[config.mk]
export PLATFORM = sky130hd
export DESIGN_NAME = vga_draw_sequencer
export DESIGN_NICKNAME = d
export VERILOG_FILES = /design/src/rtl/vga_pkg.sv /design/src/rtl/draw_job_fifo.sv /design/src/rtl/vga_draw_sequencer.sv
export SDC_FILE = /design/constraint.sdc
export NUM_CORES = 1
export LEC_CHECK = 0
export ABC_CLOCK_PERIOD_IN_PS = 6210
export CAP_MARGIN = 20
export CORE_AREA = 4 4 242 150
export DETAILED_ROUTE_END_ITERATION = 8
export DIE_AREA = 0 0 246 154
export GPL_TIMING_DRIVEN = 0
export PLACE_DENSITY = 0.68
export SYNTH_ARGS = -nofsm -noshare
export SYNTH_HDL_FRONTEND = slang
export SYNTH_SLANG_ARGS = --single-unit
[constraint.sdc]
create_clock -name clk -period 6.21 [get_ports clk]
set_input_delay 1.242 -clock clk [delete_from_list [all_inputs] [get_ports clk]]
set_output_delay 1.242 -clock clk [all_outputs]
set_load 0.02 [all_outputs]
[src/rtl/vga_pkg.sv]
// Shared constants and types for the VGA draw path:
// screen size, ROM ids, sequencer states and the queued job record.
package vga_pkg;
  localparam int SCREEN_W = 320;
  localparam int SCREEN_H = 240;

  localparam int XW    = 9;
  localparam int YW    = 8;
  localparam int SRCW  = 4;
  localparam int ADDRW = 17;

  localparam logic [SRCW-1:0] MENU   = 4'd0;
  localparam logic [SRCW-1:0] RED    = 4'd1;
  localparam logic [SRCW-1:0] GREEN  = 4'd2;
  localparam logic [SRCW-1:0] BLUE   = 4'd3;
  localparam logic [SRCW-1:0] SCORE  = 4'd4;
  localparam logic [SRCW-1:0] DIGIT0 = 4'd5;
  localparam logic [SRCW-1:0] DIGIT1 = 4'd6;
  localparam logic [SRCW-1:0] DIGIT2 = 4'd7;
  localparam logic [SRCW-1:0] DIGIT3 = 4'd8;
  localparam logic [SRCW-1:0] DIGIT4 = 4'd9;
  localparam logic [SRCW-1:0] DIGIT5 = 4'd10;
  localparam logic [SRCW-1:0] DIGIT6 = 4'd11;
  localparam logic [SRCW-1:0] DIGIT7 = 4'd12;
  localparam logic [SRCW-1:0] DIGIT8 = 4'd13;
  localparam logic [SRCW-1:0] DIGIT9 = 4'd14;
  localparam logic [SRCW-1:0] CURSOR = 4'd15;

  typedef enum logic [2:0] {
    IDLE,
    BACK,
    FETCH,
    SPRITE,
    FLUSH
  } state_t;

  typedef struct packed {
    logic [XW-1:0]   x;
    logic [YW-1:0]   y;
    logic [XW-1:0]   w;
    logic [YW-1:0]   h;
    logic [SRCW-1:0] src;
  } job_t;

  typedef struct packed {
    logic            we;
    logic [XW-1:0]   x;
    logic [YW-1:0]   y;
    logic [SRCW-1:0] sel;
  } pix_t;
endpackage

[src/rtl/draw_job_fifo.sv]
// Single-clock job FIFO with registered count and full/empty flags.
// A push while full or a pop while empty is ignored.
module draw_job_fifo
  import vga_pkg::*;
#(
  parameter int DEPTH = 8
) (
  input  logic clk,
  input  logic iReset,
  input  logic push,
  input  job_t pushJob,
  input  logic pop,
  output job_t head,
  output logic full,
  output logic empty
);
  localparam int AW = $clog2(DEPTH);

  job_t mem [DEPTH];
  logic [AW-1:0] wrPtr;
  logic [AW-1:0] rdPtr;
  logic [AW:0] count;
  logic [AW:0] countNext;
  logic doPush;
  logic doPop;

  assign doPush = push & ~full;
  assign doPop  = pop & ~empty;
  assign head   = mem[rdPtr];

  always_comb begin
    countNext = count;
    if (doPush && !doPop)
      countNext = count + (AW+1)'(1);
    else if (doPop && !doPush)
      countNext = count - (AW+1)'(1);
  end

  always_ff @(posedge clk) begin
    if (iReset) begin
      wrPtr <= '0;
      rdPtr <= '0;
      count <= '0;
      full  <= 1'b0;
      empty <= 1'b1;
    end else begin
      if (doPush)
        wrPtr <= wrPtr + AW'(1);
      if (doPop)
        rdPtr <= rdPtr + AW'(1);
      count <= countNext;
      full  <= (countNext == (AW+1)'(DEPTH));
      empty <= (countNext == '0);
    end
  end

  always_ff @(posedge clk) begin
    if (doPush)
      mem[wrPtr] <= pushJob;
  end
endmodule

[src/rtl/vga_draw_sequencer.sv]
// Per-frame pixel sequencer: background raster, then queued sprite jobs,
// with x/y/romSel/writeEn delayed to line up with synchronous ROM data.
module vga_draw_sequencer
  import vga_pkg::*;
#(
  parameter int SCREEN_W = vga_pkg::SCREEN_W,
  parameter int SCREEN_H = vga_pkg::SCREEN_H,
  parameter int QDEPTH   = 8,
  parameter int ROM_LAT  = 1
) (
  input  logic             clk,
  input  logic             iReset,
  input  logic             V_SYNC,
  input  logic [SRCW-1:0]  bgSel,
  input  logic             jobValid,
  output logic             jobReady,
  input  logic [XW-1:0]    jobX,
  input  logic [YW-1:0]    jobY,
  input  logic [XW-1:0]    jobW,
  input  logic [YW-1:0]    jobH,
  input  logic [SRCW-1:0]  jobSrc,
  output logic [ADDRW-1:0] romAddr,
  output logic [SRCW-1:0]  romSel,
  output logic [XW-1:0]    x,
  output logic [YW-1:0]    y,
  output logic             writeEn,
  output logic             busy,
  output logic             frameDone,
  output logic             overrun
);
  localparam int FW = 2;

  state_t state;
  state_t stateNext;
  job_t jobIn;
  job_t head;
  logic fifoFull;
  logic fifoEmpty;
  logic vSyncPrev;
  logic frameStart;
  logic issue;
  logic pop;
  logic lastPix;
  logic flushLast;
  logic [XW-1:0] orgX;
  logic [XW-1:0] wReg;
  logic [XW-1:0] col;
  logic [YW-1:0] orgY;
  logic [YW-1:0] hReg;
  logic [YW-1:0] row;
  logic [SRCW-1:0] src;
  logic [ADDRW-1:0] addr;
  logic [FW-1:0] flushCnt;
  logic [XW:0] px;
  logic [YW:0] py;
  pix_t cur;
  pix_t pipe [ROM_LAT];

  assign jobIn = '{x: jobX, y: jobY, w: jobW, h: jobH, src: jobSrc};
  assign frameStart = vSyncPrev & ~V_SYNC;
  assign lastPix = (col == wReg - XW'(1)) &&
                   (row == hReg - YW'(1));
  assign flushLast = (flushCnt == FW'(ROM_LAT - 1));
  assign jobReady = ~fifoFull;
  assign romAddr = addr;
  assign busy = (state != IDLE);

  draw_job_fifo #(
    .DEPTH(QDEPTH)
  ) uFifo (
    .clk,
    .iReset,
    .push(jobValid),
    .pushJob(jobIn),
    .pop,
    .head,
    .full(fifoFull),
    .empty(fifoEmpty)
  );

  always_ff @(posedge clk) begin
    if (iReset)
      state <= IDLE;
    else
      state <= stateNext;
  end

  always_comb begin
    stateNext = state;
    unique case (state)
      IDLE:
        if (frameStart)
          stateNext = BACK;
      BACK, SPRITE:
        if (lastPix)
          stateNext = FETCH;
      FETCH:
        if (fifoEmpty)
          stateNext = FLUSH;
        else if (head.w == '0 || head.h == '0)
          stateNext = FETCH;
        else
          stateNext = SPRITE;
      FLUSH:
        if (flushLast)
          stateNext = IDLE;
      default:
        stateNext = IDLE;
    endcase
  end

  // Clip test runs one bit wider so sprites past the right/bottom never wrap
  always_comb begin
    issue = 1'b0;
    pop   = 1'b0;
    unique case (state)
      BACK, SPRITE: issue = 1'b1;
      FETCH:        pop   = ~fifoEmpty;
      default:      ;
    endcase
    px = {1'b0, orgX} + {1'b0, col};
    py = {1'b0, orgY} + {1'b0, row};
    cur.we  = issue &&
              (px < (XW+1)'(SCREEN_W)) &&
              (py < (YW+1)'(SCREEN_H));
    cur.x   = px[XW-1:0];
    cur.y   = py[YW-1:0];
    cur.sel = src;
  end

  always_ff @(posedge clk) begin
    if (iReset) begin
      vSyncPrev <= 1'b0;
      orgX      <= '0;
      orgY      <= '0;
      wReg      <= '0;
      hReg      <= '0;
      src       <= '0;
      col       <= '0;
      row       <= '0;
      addr      <= '0;
      flushCnt  <= '0;
      frameDone <= 1'b0;
      overrun   <= 1'b0;
    end else begin
      vSyncPrev <= V_SYNC;
      if (state == IDLE && frameStart) begin
        orgX <= '0;
        orgY <= '0;
        wReg <= XW'(SCREEN_W);
        hReg <= YW'(SCREEN_H);
        src  <= bgSel;
        col  <= '0;
        row  <= '0;
        addr <= '0;
      end else if (pop) begin
        orgX <= head.x;
        orgY <= head.y;
        wReg <= head.w;
        hReg <= head.h;
        src  <= head.src;
        col  <= '0;
        row  <= '0;
        addr <= '0;
      end else if (issue) begin
        addr <= addr + ADDRW'(1);
        if (col == wReg - XW'(1)) begin
          col <= '0;
          row <= row + YW'(1);
        end else begin
          col <= col + XW'(1);
        end
      end
      flushCnt  <= (state == FLUSH) ? flushCnt + FW'(1) : '0;
      frameDone <= (state == FLUSH) && flushLast;
      overrun   <= frameStart && (state != IDLE);
    end
  end

  always_ff @(posedge clk) begin
    if (iReset) begin
      for (int i = 0; i < ROM_LAT; i++)
        pipe[i] <= '0;
    end else begin
      pipe[0] <= cur;
      for (int i = 1; i < ROM_LAT; i++)
        pipe[i] <= pipe[i-1];
    end
  end

  assign writeEn = pipe[ROM_LAT-1].we;
  assign x       = pipe[ROM_LAT-1].x;
  assign y       = pipe[ROM_LAT-1].y;
  assign romSel  = pipe[ROM_LAT-1].sel;
endmodule

# After elaboration in Yosys (flattened, before gate mapping)
# Memories as Yosys holds them, arrays and structs flattened. A register that Yosys moved wholly into a read port is not among the register bits.
# Index checks and enable logic that the tools add are counted.
# word_totals
regBits,92
ram_bits,326
in_bits,46
elab_cells,104
mem_count,2
# op_classes
n_addsub,12
order_cmp,2
eq_ne,10
muxes,26
n_bitwise,7
reduce_logical,25
# mem_list
name,depth,width,read_ports,rd_ports_with_merged_regs,wr,line_no,rtl
uFifo.mem,8,38,1,1,1,draw_job_fifo.sv:19,job_t mem [DEPTH];
pipe,1,22,1,0,1,vga_draw_sequencer.sv:57,pix_t pipe [ROM_LAT];
# op_table
cell,count
two-way mux 9 bit,3
two-way mux 22 bit,1
OR reduction 22 bit,1
two-way mux 3 bit,6
adder 17 x 1 -> 17 bit (second input constant),1
two-way mux 4 bit,4
two-way mux 8 bit,2
case mux 3 bit (4 select lines),1
adder 9 x 9 -> 10 bit,1
less-than comparator 10 x 9 -> 1 bit (second input constant),1
adder 8 x 8 -> 9 bit,1
adder 9 x 1 -> 9 bit (second input constant),1
equality test 9 bit,1
logical NOT 9 bit,1
less-than comparator 9 x 8 -> 1 bit (second input constant),1
two-way mux 1 bit,9
subtractor 9 x 1 -> 9 bit (second input constant),1
adder 8 x 1 -> 8 bit (second input constant),1
equality test 8 bit,1
logical AND 1 bit,8
logical NOT 8 bit,1
subtractor 8 x 1 -> 8 bit (second input constant),1
adder 3 x 1 -> 3 bit (second input constant),2
equality test 3 x 2 -> 1 bit (second input constant),2
other kinds (20),30

# Logic depth before layout (Yosys ltp)
# Gate-level depths: netlist (run 1).
# logic_depth
word_depth,7
ltp_mapped,10
mapped_depth_nobuf,9

# Hierarchy
# From an unflattened synthesis (run 1), not the netlist that was laid out.
# unflattened
cells_unflattened,1122
hier_area_um2,17112.7
# by_module_without_submodules
mod,instances,cells_per_inst,area_per_inst_um2,seq_area_each_um2
draw_job_fifo,1,521,12080.3,9429.0
vga_draw_sequencer,1,601,5032.3,2042.0

# Least setup slack after synthesis (run 1)
# Ideal clock, no wire load.
# synth_timing
path_type,input to register
from,input port jobValid
to,"memory uFifo.mem[0][0] (netlist name), enable pin"
t_arrival_ns,4.305
required_ns,5.729
path_slack_ns,1.424
cell_stages,3
path_buffers,0
path_cell_list,nor2b_1 -> nand2b_1 -> nor3_1
# synth_via
elab_chain_len,3
# synth_rtl
item,line_no,rtl
start: declaration,vga_draw_sequencer.sv:15,"input logic jobValid,"
bitwise AND 1 bit,draw_job_fifo.sv:27,assign doPush = push & ~full;
two-way mux 1 bit,draw_job_fifo.sv:58,if (doPush)
two-way mux 1 bit (implied by the code),draw_job_fifo.sv:59,mem[wrPtr] <= pushJob;
end: declaration,draw_job_fifo.sv:19,
# Every way passes these cells.

# Worst setup path after layout (run 1)
# layout_timing
from,register state[0]
to,output port busy
# layout_via
elab_chain_len,1
# layout_rtl
item,line_no,rtl
start: declaration,vga_draw_sequencer.sv:33,state_t state;
start signal: assignment,vga_draw_sequencer.sv:85,state <= stateNext;
nonzero test 3 bit,vga_draw_sequencer.sv:66,assign busy = (state != IDLE);
end: declaration,vga_draw_sequencer.sv:27,"output logic busy,"
# Every way passes these cells.

==> impl_metrics.ini, run 1 <==
[synth]
synth.cell_area_um2 = 16800
synth.top_cells.by_count = edfxtp_1 (304), dfxtp_1 (117), nor2_1 (82)
ys_ff_latch = 421
synth_async_sr_flop_share_pct = 0
synth-edff-count = 304
proportion_of_synthesized_chip_area_in_sequential_cells_pct = 68.1
postSynth.topFlopCell = edfxtp_1
average_size_of_a_mapped_cell_um2 = 15.7
synth_largest_type_area_fraction_pct = 54.2
synth.top_cells.by_area = edfxtp_1 (54%), dfxtp_1 (14%), mux4_2 (10%)
postSynthCellCount = 1075
synth_nets = 1150
netlist.top_cell.by_area = edfxtp_1
synth_warn = 0
post-synth-top-count-cell = edfxtp_1
synth_cell_type_count = 64

[worst_setup_path]
worst-endpoint-required_ns = 4.97
critPathCaptureType = primary output
cp-start-kind = flop
cp.arrival_ns = 2.10
worstPathMaxFanout = 8
critical_setup_path_kind = reg2out

[floorplanning]
die_height_um = 154
core_area_um2 = 34300
floorplan.initialDensity_pct = 49.1
boundaryPins = 89
rows = 53
dieArea_um2 = 37900
die_w_um = 246

[route]
drc_errors = 0
num_vias = 9478
first_iter_violations = 973
finalWirelength_um = 37100
drt_wl_cell_um = 21.6
detail_route.first_pass.iterations = 5
routed_via_density = 5.53
drtAntennaViolNets = 0

[finish]
stdcell_count = 1713
nNetsFinal = 1293
antennaDiodeCount = 0
drive_above_1_share_pct = 14.5
flow.area_growth_from_synthesis_pct = 17.8
final_cell_area_um2 = 19800

[status]
run_status = complete, no violations

[placed_design]
portBuffers = 87
placed_area_um2 = 18600
post-dp-hpwl_um = 25300
place.detailed.instances = 1645
place_worst_setup_slack_ns = 2.48
place.gp.congestion = 0.867

[global_routing]
first_global_vias = 9388
global_route_wire_length_before_repair_um = 56800
maximum_number_of_pins_on_one_net_before_global_route_repair = 26
gr-total-overflow = 0
grt_total_usage_pct = 19.7
antenna_violations_before_repair = 0

[clock_network]
clk_transition_reported_paths_ns = 0.07
postCtsResizedCells = 0
tritoncts = done
cts_setup_buffers = 0
worstSkewPairLatency_ns = 0.54
clockRootBuffer = clkbuf_16
htreeDepth = 2
cts.path.max_buffers = 3
sink_count_of_the_clock_tree = 421
ctsHoldBuffers = 0
cts_buffers = 38

[power_and_ir_drop]
cell_internal_pwr_mw = 4.52
net-switching-power_mw = 1.15
clkPwrFrac_pct = 41.9
power.switching_fraction_pct = 20.3
combinationalPowerShare_pct = 3.8
cellPowerDensity_nw_per_um2 = 286
leakagePower_nw = 6.54
share_seq_of_total_power_pct = 54.3
peakVddDrop_mv = 0.225

[timing]
report.final.hold_viol_count = 0
final.setup.worst_slack_ns = 2.87
setup_viol = 0
timing_worst_slew_pin_value_ns = 0.859
timing.slew.headroom_pct = 41.3
timing.final.crit_share_pct = 53.8
layout_min_cycle_time_ns = 3.34
hold_slack_ns = 0.465
totalNegativeSetupSlack_ns = 0
timing.clock.skew_ns = 0.0124
number_of_pins_with_negative_max_slew_slack_in_the_final_report = 0
grt_setup_unrepaired = no
highest_attainable_clock_frequency_mhz = 299

[worst_hold_path]
timing.hold.worst.class = reg2reg

[run]
cap_violations = 0
-- registers in the layout (all words and copies together) (netlist names), named ones only --
register	flops
state	3
uFifo.rdPtr	3
uFifo.mem	304
flushCnt	2
vSyncPrev	1
hReg	8
src	4
overrun	1
pipe	22
wReg	9
uFifo.full	1
uFifo.empty	1
row	8
uFifo.wrPtr	3
romAddr	17
uFifo.count	4
col	9
orgX	9
frameDone	1
orgY	8
-- power by group through the flow --
stage,logic (mW),clock network (mW),registers [mW]
floorplan,0.0981,0,3.14
global placement,0.197,0,3.15
detailed placement,0.217,0,3.14
CTS,0.218,2.42,3.08
global route,0.235,2.55,3.08
finish,0.216,2.38,3.08
-- worst paths after layout --
kind / startpoint / endpoint / slack, ns / cells past startpoint
hold / removal: orgX[7] / orgX[7] / 0.47 / 2
setup / recovery: state[0] / busy / 2.87 / 4
hold reg to reg: orgX[7] / orgX[7] / 0.47 / 2
setup reg to reg: flop / state[0] / 3.06 / 10
-- layout make-up --
cell class | count | area [µm²]
clock buffers | 46 | 1010
inverters | 20 | 75.1
plain buffers | 46 | 201
well taps | 467 | 584
flip-flops and latches | 421 | 11500
clock inverters | 22 | 231
repair buffers | 103 | 1110
multi-input cells | 588 | 5150
fillers | 2647 | 14400
-- layout by cell type, fill, tap and decap left out, types with 17 or more instances in the layout --
master	instances
a21oi_1	27
nor3_1	19
mux4_2	76
ha_1	27
nor2_1	76
nand4_1	17
nand2_1	62
inv_1	20
edfxtp_1	304
clkdlybuf4s50_1	87
nor2b_1	21
o21ai_0	38
dfxtp_1	117
xnor2_1	23
mux2i_1	42
clkbuf_16	39
clkbuf_1	37
xor2_1	33
-- layer usage --
layer / GRT usage, % / share of wire, %
met2: 28.9 / 45
met1: 30.9 / 48
met3: 3.42 / 5.6
met4: 4.83 / 1.7
met5: 0 / 0
-- stage by stage --
step	total power, mW	util, %
2_1_floorplan	3.24	-
3_3_place_gp	3.34	53.4
3_5_place_dp	3.36	54.2
4_1_cts	5.72	57.9
5_1_grt	5.87	57.9
6_report	5.67	57.9
-- kinds of logic (layout without fill, tap and decap cells) --
| family | count (synthesis) | after routing | synth area share [%] |
|---|---|---|---|
| AO/OA/AOI/OAI | 115 | 115 | 4.29 |
| XOR/XNOR | 57 | 57 | 3.05 |
| adder cells (fa/ha/maj) | 29 | 29 | 2.24 |
| buffers and inverters | 66 | 237 | 1.64 |
| flip-flops | 421 | 421 | 68.1 |
| multiplexers | 120 | 120 | 12.8 |
| AND/OR/NAND/NOR | 267 | 267 | 7.90 |
-- critical path, stage by stage (launching register included) --
cell	delay (ns)
dfxtp_1	0.30
clkbuf_1	0.17
or3_1	0.39
clkbuf_1	0.15
clkdlybuf4s50_1	0.55
No activity file was read; power rests on OpenSTA's default activity.
==> inputs of run 2 (changes only) <==
--- a/config.mk
+++ b/config.mk
@@ -5,13 +5,13 @@
 export SDC_FILE = /design/constraint.sdc
 export NUM_CORES = 1
 export LEC_CHECK = 0
-export ABC_CLOCK_PERIOD_IN_PS = 6210
+export ABC_CLOCK_PERIOD_IN_PS = 2900
 export CAP_MARGIN = 20
 export CORE_AREA = 4 4 242 150
 export DETAILED_ROUTE_END_ITERATION = 8
 export DIE_AREA = 0 0 246 154
 export GPL_TIMING_DRIVEN = 0
-export PLACE_DENSITY = 0.68
+export PLACE_DENSITY = 0.7
 export SYNTH_ARGS = -nofsm -noshare
 export SYNTH_HDL_FRONTEND = slang
 export SYNTH_SLANG_ARGS = --single-unit
==> constraint.sdc (replaced) <==
create_clock -name clk -period 2.9 [get_ports clk]
set_input_delay 0.58 -clock clk [delete_from_list [all_inputs] [get_ports clk]]
set_output_delay 0.58 -clock clk [all_outputs]
set_load 0.02 [all_outputs]
==> run 2 against run 1 <==
Effect of this change:
- sequential share of layout area stayed put
- clock power is 110% higher
- count of clock-buffer cells in the layout is 11 higher
- final area stayed put
- sequential power is 110% higher
- wire length is 1.9% higher
- cell count is 0.23% lower
- utilization stayed put
- non-clock buffer count is 8 lower
- critical path type unchanged
==> impl_metrics.ini, run 2 (synthesis results as in run 1) <==
[status]
run_status = complete, no violations

[worst_setup_path]
critPathCaptureType = primary output
cp-start-kind = flop
ff2ff_path_depth = 8
crit_start = state[0]
critical_path_cell_count = 4
critical_path_cell_with_the_highest_stage_delay = clkdlybuf4s50_1
crit_path_max_incr_delay_ns = 0.55
timing.rr.end = src[2]
crit_path_end = busy
worstPathMaxFanout = 8
critPathTopFamily = buffers and inverters
critical_setup_path_kind = reg2out
timing.critical_path.buf_inv = 3
worst-endpoint-required_ns = 2.32
worst-r2r-setup-slack_ns = 0.21
critical_path.cell_chain = clkbuf_1 > or3_1 > clkbuf_1 > clkdlybuf4s50_1
cp.arrival_ns = 2.13
critPathMostFrequentCell = clkbuf_1

[global_routing]
use_met3_pct = 4.03
grtUsageMet1_pct = 30.4
maximum_number_of_pins_on_one_net_before_global_route_repair = 25
global_route_wire_length_before_repair_um = 57800
grt-busiest-layer = met2
global_route.usage.met2_pct = 30.5
first_global_vias = 9608
gr-total-overflow = 0
grt_total_usage_pct = 20.1
antenna_violations_before_repair = 3

[placed_design]
post-dp-hpwl_um = 25600
portBuffers = 87
place.gp.congestion = 0.840
place.detailed.instances = 1639
placed_area_um2 = 18600

[timing]
grt_setup_unrepaired = no
number_of_pins_with_negative_max_slew_slack_in_the_final_report = 0
timing.slew.headroom_pct = 33.2
layout_min_cycle_time_ns = 2.71
highest_attainable_clock_frequency_mhz = 369
report.final.hold_viol_count = 0
timing_worst_slew_pin_value_ns = 0.998
timing.final.crit_share_pct = 93.5
setup_viol = 0
timing.clock.skew_ns = 0.0290

[floorplanning]
boundaryPins = 89
die_height_um = 154
floorplan.initialDensity_pct = 49.1
core_area_um2 = 34300
dieArea_um2 = 37900
rows = 53
die_w_um = 246

[route]
num_vias = 9651
first_iter_violations = 907
drtAntennaViolNets = 0
drc_errors = 0
finalWirelength_um = 37800
detail_route.first_pass.iterations = 5
routed_via_density = 5.65
drt_wl_cell_um = 22.1

[power_and_ir_drop]
peakVddDrop_mv = 0.452
leakagePower_nw = 6.52
cellPowerDensity_nw_per_um2 = 604

[clock_network]
ctsHoldBuffers = 0
sink_count_of_the_clock_tree = 421
tritoncts = done
htreeDepth = 2
cts_buffers = 39
cts.path.max_buffers = 3
clockRootBuffer = clkbuf_16
worstSkewPairLatency_ns = 0.55
clk_transition_reported_paths_ns = 0.07

[finish]
final_cell_mix = edfxtp_1 (304), dfxtp_1 (117), clkdlybuf4s50_1 (87)
largest_register_ffs = 304
drive_above_1_share_pct = 14.9
flow.area_growth_from_synthesis_pct = 17.8
antennaDiodeCount = 0
final_cell_area_um2 = 19800
fillers = 2615
stdcell_count = 1709
largest-register = uFifo.mem
mostFrequentLayoutCell = edfxtp_1
nNetsFinal = 1286

[worst_hold_path]
worst_hold_path.num_cells = 2
timing.hold.worst.class = reg2reg

[run]
cap_violations = 0
-- run 2: layer usage --
metal  vias up  part of all wire, %
li1       4394                    -
met1      4902                   46
met2       314                   46
met3        39                  6.9
met4         2                  1.5
met5         -                0.019
-- run 2: worst reg2reg max path: stages, from the launching register on --
cell and delay, ns:
dfxtp_1 0.31, clkbuf_1 0.36, buf_2 0.39, clkbuf_4 0.37
clkbuf_4 0.35, mux2i_1 0.33, nor2_1 0.06, a221oi_1 0.29
nor2_1 0.08
-- run 2: layout make-up --
type | instances | area [µm²] | area share (%)
Buffer | 44 | 218 | 1.10
Clock buffer | 57 | 1090 | 5.52
Clock inverter | 15 | 113 | 0.568
Inverter | 20 | 75.1 | 0.378
Multi-Input combinational cell | 588 | 5190 | 26.2
Sequential cell | 421 | 11500 | 57.8
Tap cell | 467 | 584 | 2.95
Timing Repair Buffer | 97 | 1090 | 5.49
-- run 2: power by group --
group | internal (mW) | leakage, nW | total, mW | switching, mW
clock | 2.73 | 0.584 | 4.92 | 2.19
sequential | 6.55 | 3.71 | 6.60 | 0.0438
combinational | 0.191 | 2.23 | 0.465 | 0.274
-- run 2: worst min-delay path by stage --
stage	from	slack, ns	end
detailed placement	orgY[2]	0.47	orgY[2]
CTS	orgY[2]	0.48	orgY[2]
finish	orgY[3]	0.48	orgY[3]
floorplan	orgX[0]	0.43	orgX[0]
global route	src[0]	0.50	pipe[0][0]
global placement	orgY[5]	0.45	orgY[5]
-- run 2: metrics by stage --
stage                     hold WS [ns]  power (mW)  TNS, ns  setup slack (ns)  utilization, %
after floorplan                  0.432        6.93   -48.55            -0.207               -
after global placement           0.452        7.15  -749.98             -2.59            53.4
after detailed placement         0.468        7.19   -49.44            -0.323            54.2
after CTS                        0.483        12.1        0           0.00645            57.8
after global routing             0.499        12.4        0           0.00520            57.9
final                            0.479        12.0        0             0.189            57.9
-- run 2: timing repair --
item	4_1_cts	5_1_grt
pin swaps	0	0
setup buffers	0	0
setup endpoints to repair	21	17
resized for setup	10	9
==> inputs of run 3 (changes only) <==
--- a/config.mk
+++ b/config.mk
@@ -7,11 +7,12 @@
 export LEC_CHECK = 0
 export ABC_CLOCK_PERIOD_IN_PS = 2900
 export CAP_MARGIN = 20
-export CORE_AREA = 4 4 242 150
+export CORE_AREA = 5 5 243 151
 export DETAILED_ROUTE_END_ITERATION = 8
-export DIE_AREA = 0 0 246 154
+export DIE_AREA = 0 0 248 156
 export GPL_TIMING_DRIVEN = 0
 export PLACE_DENSITY = 0.7
+export SLEW_MARGIN = 40
 export SYNTH_ARGS = -nofsm -noshare
 export SYNTH_HDL_FRONTEND = slang
 export SYNTH_SLANG_ARGS = --single-unit
==> run 3 against run 2 <==
Effect of this change:
- maximum frequency decreased by 1.0%
- worst hold slack got worse by 0.0059 ns
- first-iteration DRC count increased by 11%
- utilization increased by 0.85 points
- via count increased by 0.47%
- sequential power about the same
- global-route usage decreased by 0.18 points
- count of clock-buffer cells in the layout unchanged
- critical path depth increased by 5
- combinational power increased by 2%
- critical path type is now reg2reg
- largest cell class unchanged
- largest power group unchanged
==> impl_metrics.ini, run 3 (synthesis results as in run 1) <==
[status]
run_status = complete, no violations

[power_and_ir_drop]
leakagePower_nw = 6.67
cellPowerDensity_nw_per_um2 = 603
peakVddDrop_mv = 0.358
p_total_mw = 12.1

[route]
num_vias = 9696
routed_via_density = 5.63
drt_wl_cell_um = 22.1
detail_route.first_pass.iterations = 5
drtAntennaViolNets = 0
drc_errors = 0
finalWirelength_um = 38000
first_iter_violations = 1010

[timing]
hold_slack_ns = 0.473
number_of_pins_with_negative_max_slew_slack_in_the_final_report = 0
report.final.hold_viol_count = 0
timing.clock.skew_ns = 0.0232
timing.final.crit_share_pct = 94.4
final.setup.worst_slack_ns = 0.161
layout_min_cycle_time_ns = 2.74
highest_attainable_clock_frequency_mhz = 365
timing.slew.headroom_pct = 48.4
setup_viol = 0
timing_worst_slew_pin_value_ns = 0.774

[worst_hold_path]
timing.hold.worst.start = orgX[7]
whs_endpoint = orgX[7]
worst_hold_path.num_cells = 2
timing.hold.worst.class = reg2reg

[placed_design]
portBuffers = 87
place.gp.congestion = 0.879
place_worst_setup_slack_ns = -0.339
placed_area_um2 = 18800
post-dp-hpwl_um = 26800

[floorplanning]
die_height_um = 156
dieArea_um2 = 38700
rows = 53
die_w_um = 248
core_area_um2 = 34300
boundaryPins = 89
floorplan.initialDensity_pct = 49.1

[worst_setup_path]
worst-r2r-setup-slack_ns = 0.16
worstPathMaxFanout = 5
critPathMostFrequentCell = a21oi_1
cp.arrival_ns = 3.14
worst-endpoint-required_ns = 3.30
critical_setup_path_kind = reg2reg
cp-start-kind = flop
crit_path_max_incr_delay_ns = 0.42
critical_path_cell_with_the_highest_stage_delay = fa_1
critical_path.cell_chain = ha_1 > fa_1 > a21o_1 > a21oi_1 > o21bai_1 > a21oi_1 > xor2_1 > nor4_1 > a2111oi_1
ff2ff_path_depth = 9
worst_r2r_startpoint = row[0]
timing.rr.end = pipe[0][21]
critPathCaptureType = flop

[clock_network]
cts.path.max_buffers = 3
cts_buffers = 40
clockRootBuffer = clkbuf_16
htreeDepth = 2
cts_setup_buffers = 0
clk_transition_reported_paths_ns = 0.06
sink_count_of_the_clock_tree = 421
worstSkewPairLatency_ns = 0.54
tritoncts = done

[global_routing]
gr-total-overflow = 0
first_global_vias = 9662
maximum_number_of_pins_on_one_net_before_global_route_repair = 16
antenna_violations_before_repair = 1
global_route_wire_length_before_repair_um = 58400
grt_total_usage_pct = 19.9

[finish]
mostFrequentLayoutCell = edfxtp_1
final_cell_area_um2 = 20100
flow.area_growth_from_synthesis_pct = 19.5
drive_above_1_share_pct = 16.2
final_cell_mix = edfxtp_1 (304), dfxtp_1 (117), clkdlybuf4s50_1 (87)
largest-register = uFifo.mem
nNetsFinal = 1302
largest_register_ffs = 304

[run]
cap_violations = 0
==> run 3: cell types whose count changed in the layout (fill, tap and decap cells not counted), moves of 3 or more <==
cell,previous run,this run
clkbuf_2,5,8
buf_8,1,9
clkbuf_1,38,34
buf_12,6,0
buf_16,3,9
buf_6,2,9
==> run 3: per-stage QoR <==
| stage | setup TNS, ns | cells | util (%) |
|---|---|---|---|
| after floorplan | -48.55 | 1075 | - |
| after global placement | -755.28 | 1629 | 53.4 |
| after detailed placement | -11.64 | 1653 | 54.9 |
| after CTS | 0 | 1723 | 58.7 |
| after global routing | -0.00358 | 1723 | 58.7 |
| final | 0 | 1723 | 58.7 |
==> run 3: metal layers <==
layer	wire length [µm]	share of wire, %	track usage [%]
met4	704	1.9	4.75
met1	17400	46	30.1
met5	0	0	0
met3	2450	6.5	3.61
met2	17500	46	30.5
==> run 3: repair_timing <==
action                                  in CTS  in global routing
gates resized for setup                     15                  5
pin swaps                                    0                  0
endpoints found under the setup margin      19                  9
hold buffers                                 0                  0
==> run 3: cell type report <==
cell class	instances	area [µm²]
well taps	467	584
clock inverters	13	119
fillers	2564	14200
repair buffers	111	1320
diodes	1	2.50
plain buffers	45	228
flip-flops and latches	421	11500
multi-input cells	588	5190
clock buffers	57	1130
inverters	20	75.1
==> run 3: how the worst max path moves through the flow <==
stage	from	end	slack (ns)
final	row[0]	pipe[0][21]	0.16
after global routing	flop	src[1]	-0.004
after CTS	flop	state[0]	0.01
after detailed placement	jobValid	uFifo.mem[0][36]	-0.34
after global placement	jobValid	uFifo.mem[2][3]	-2.66
after floorplan	jobValid	uFifo.mem[6][0]	-0.21
==> run 3: critical path: cells and delay by family, from the launching register on <==
family                     cells  cell delay (ns)
xor gates and xnor gates       1             0.29
AOI/OAI and AO/OA              5             1.14
adders and majority gates      2             0.68
DFF                            1             0.40
and+or+nand+nor                1             0.10
==> run 3: power breakdown <==
group | switching [mW] | total (mW) | internal (mW) | leakage (nW)
clock | 2.16 | 5.06 | 2.91 | 0.617
sequential | 0.0448 | 6.60 | 6.55 | 3.71
combinational | 0.278 | 0.472 | 0.193 | 2.34
total | 2.48 | 12.1 | 9.66 | 6.67
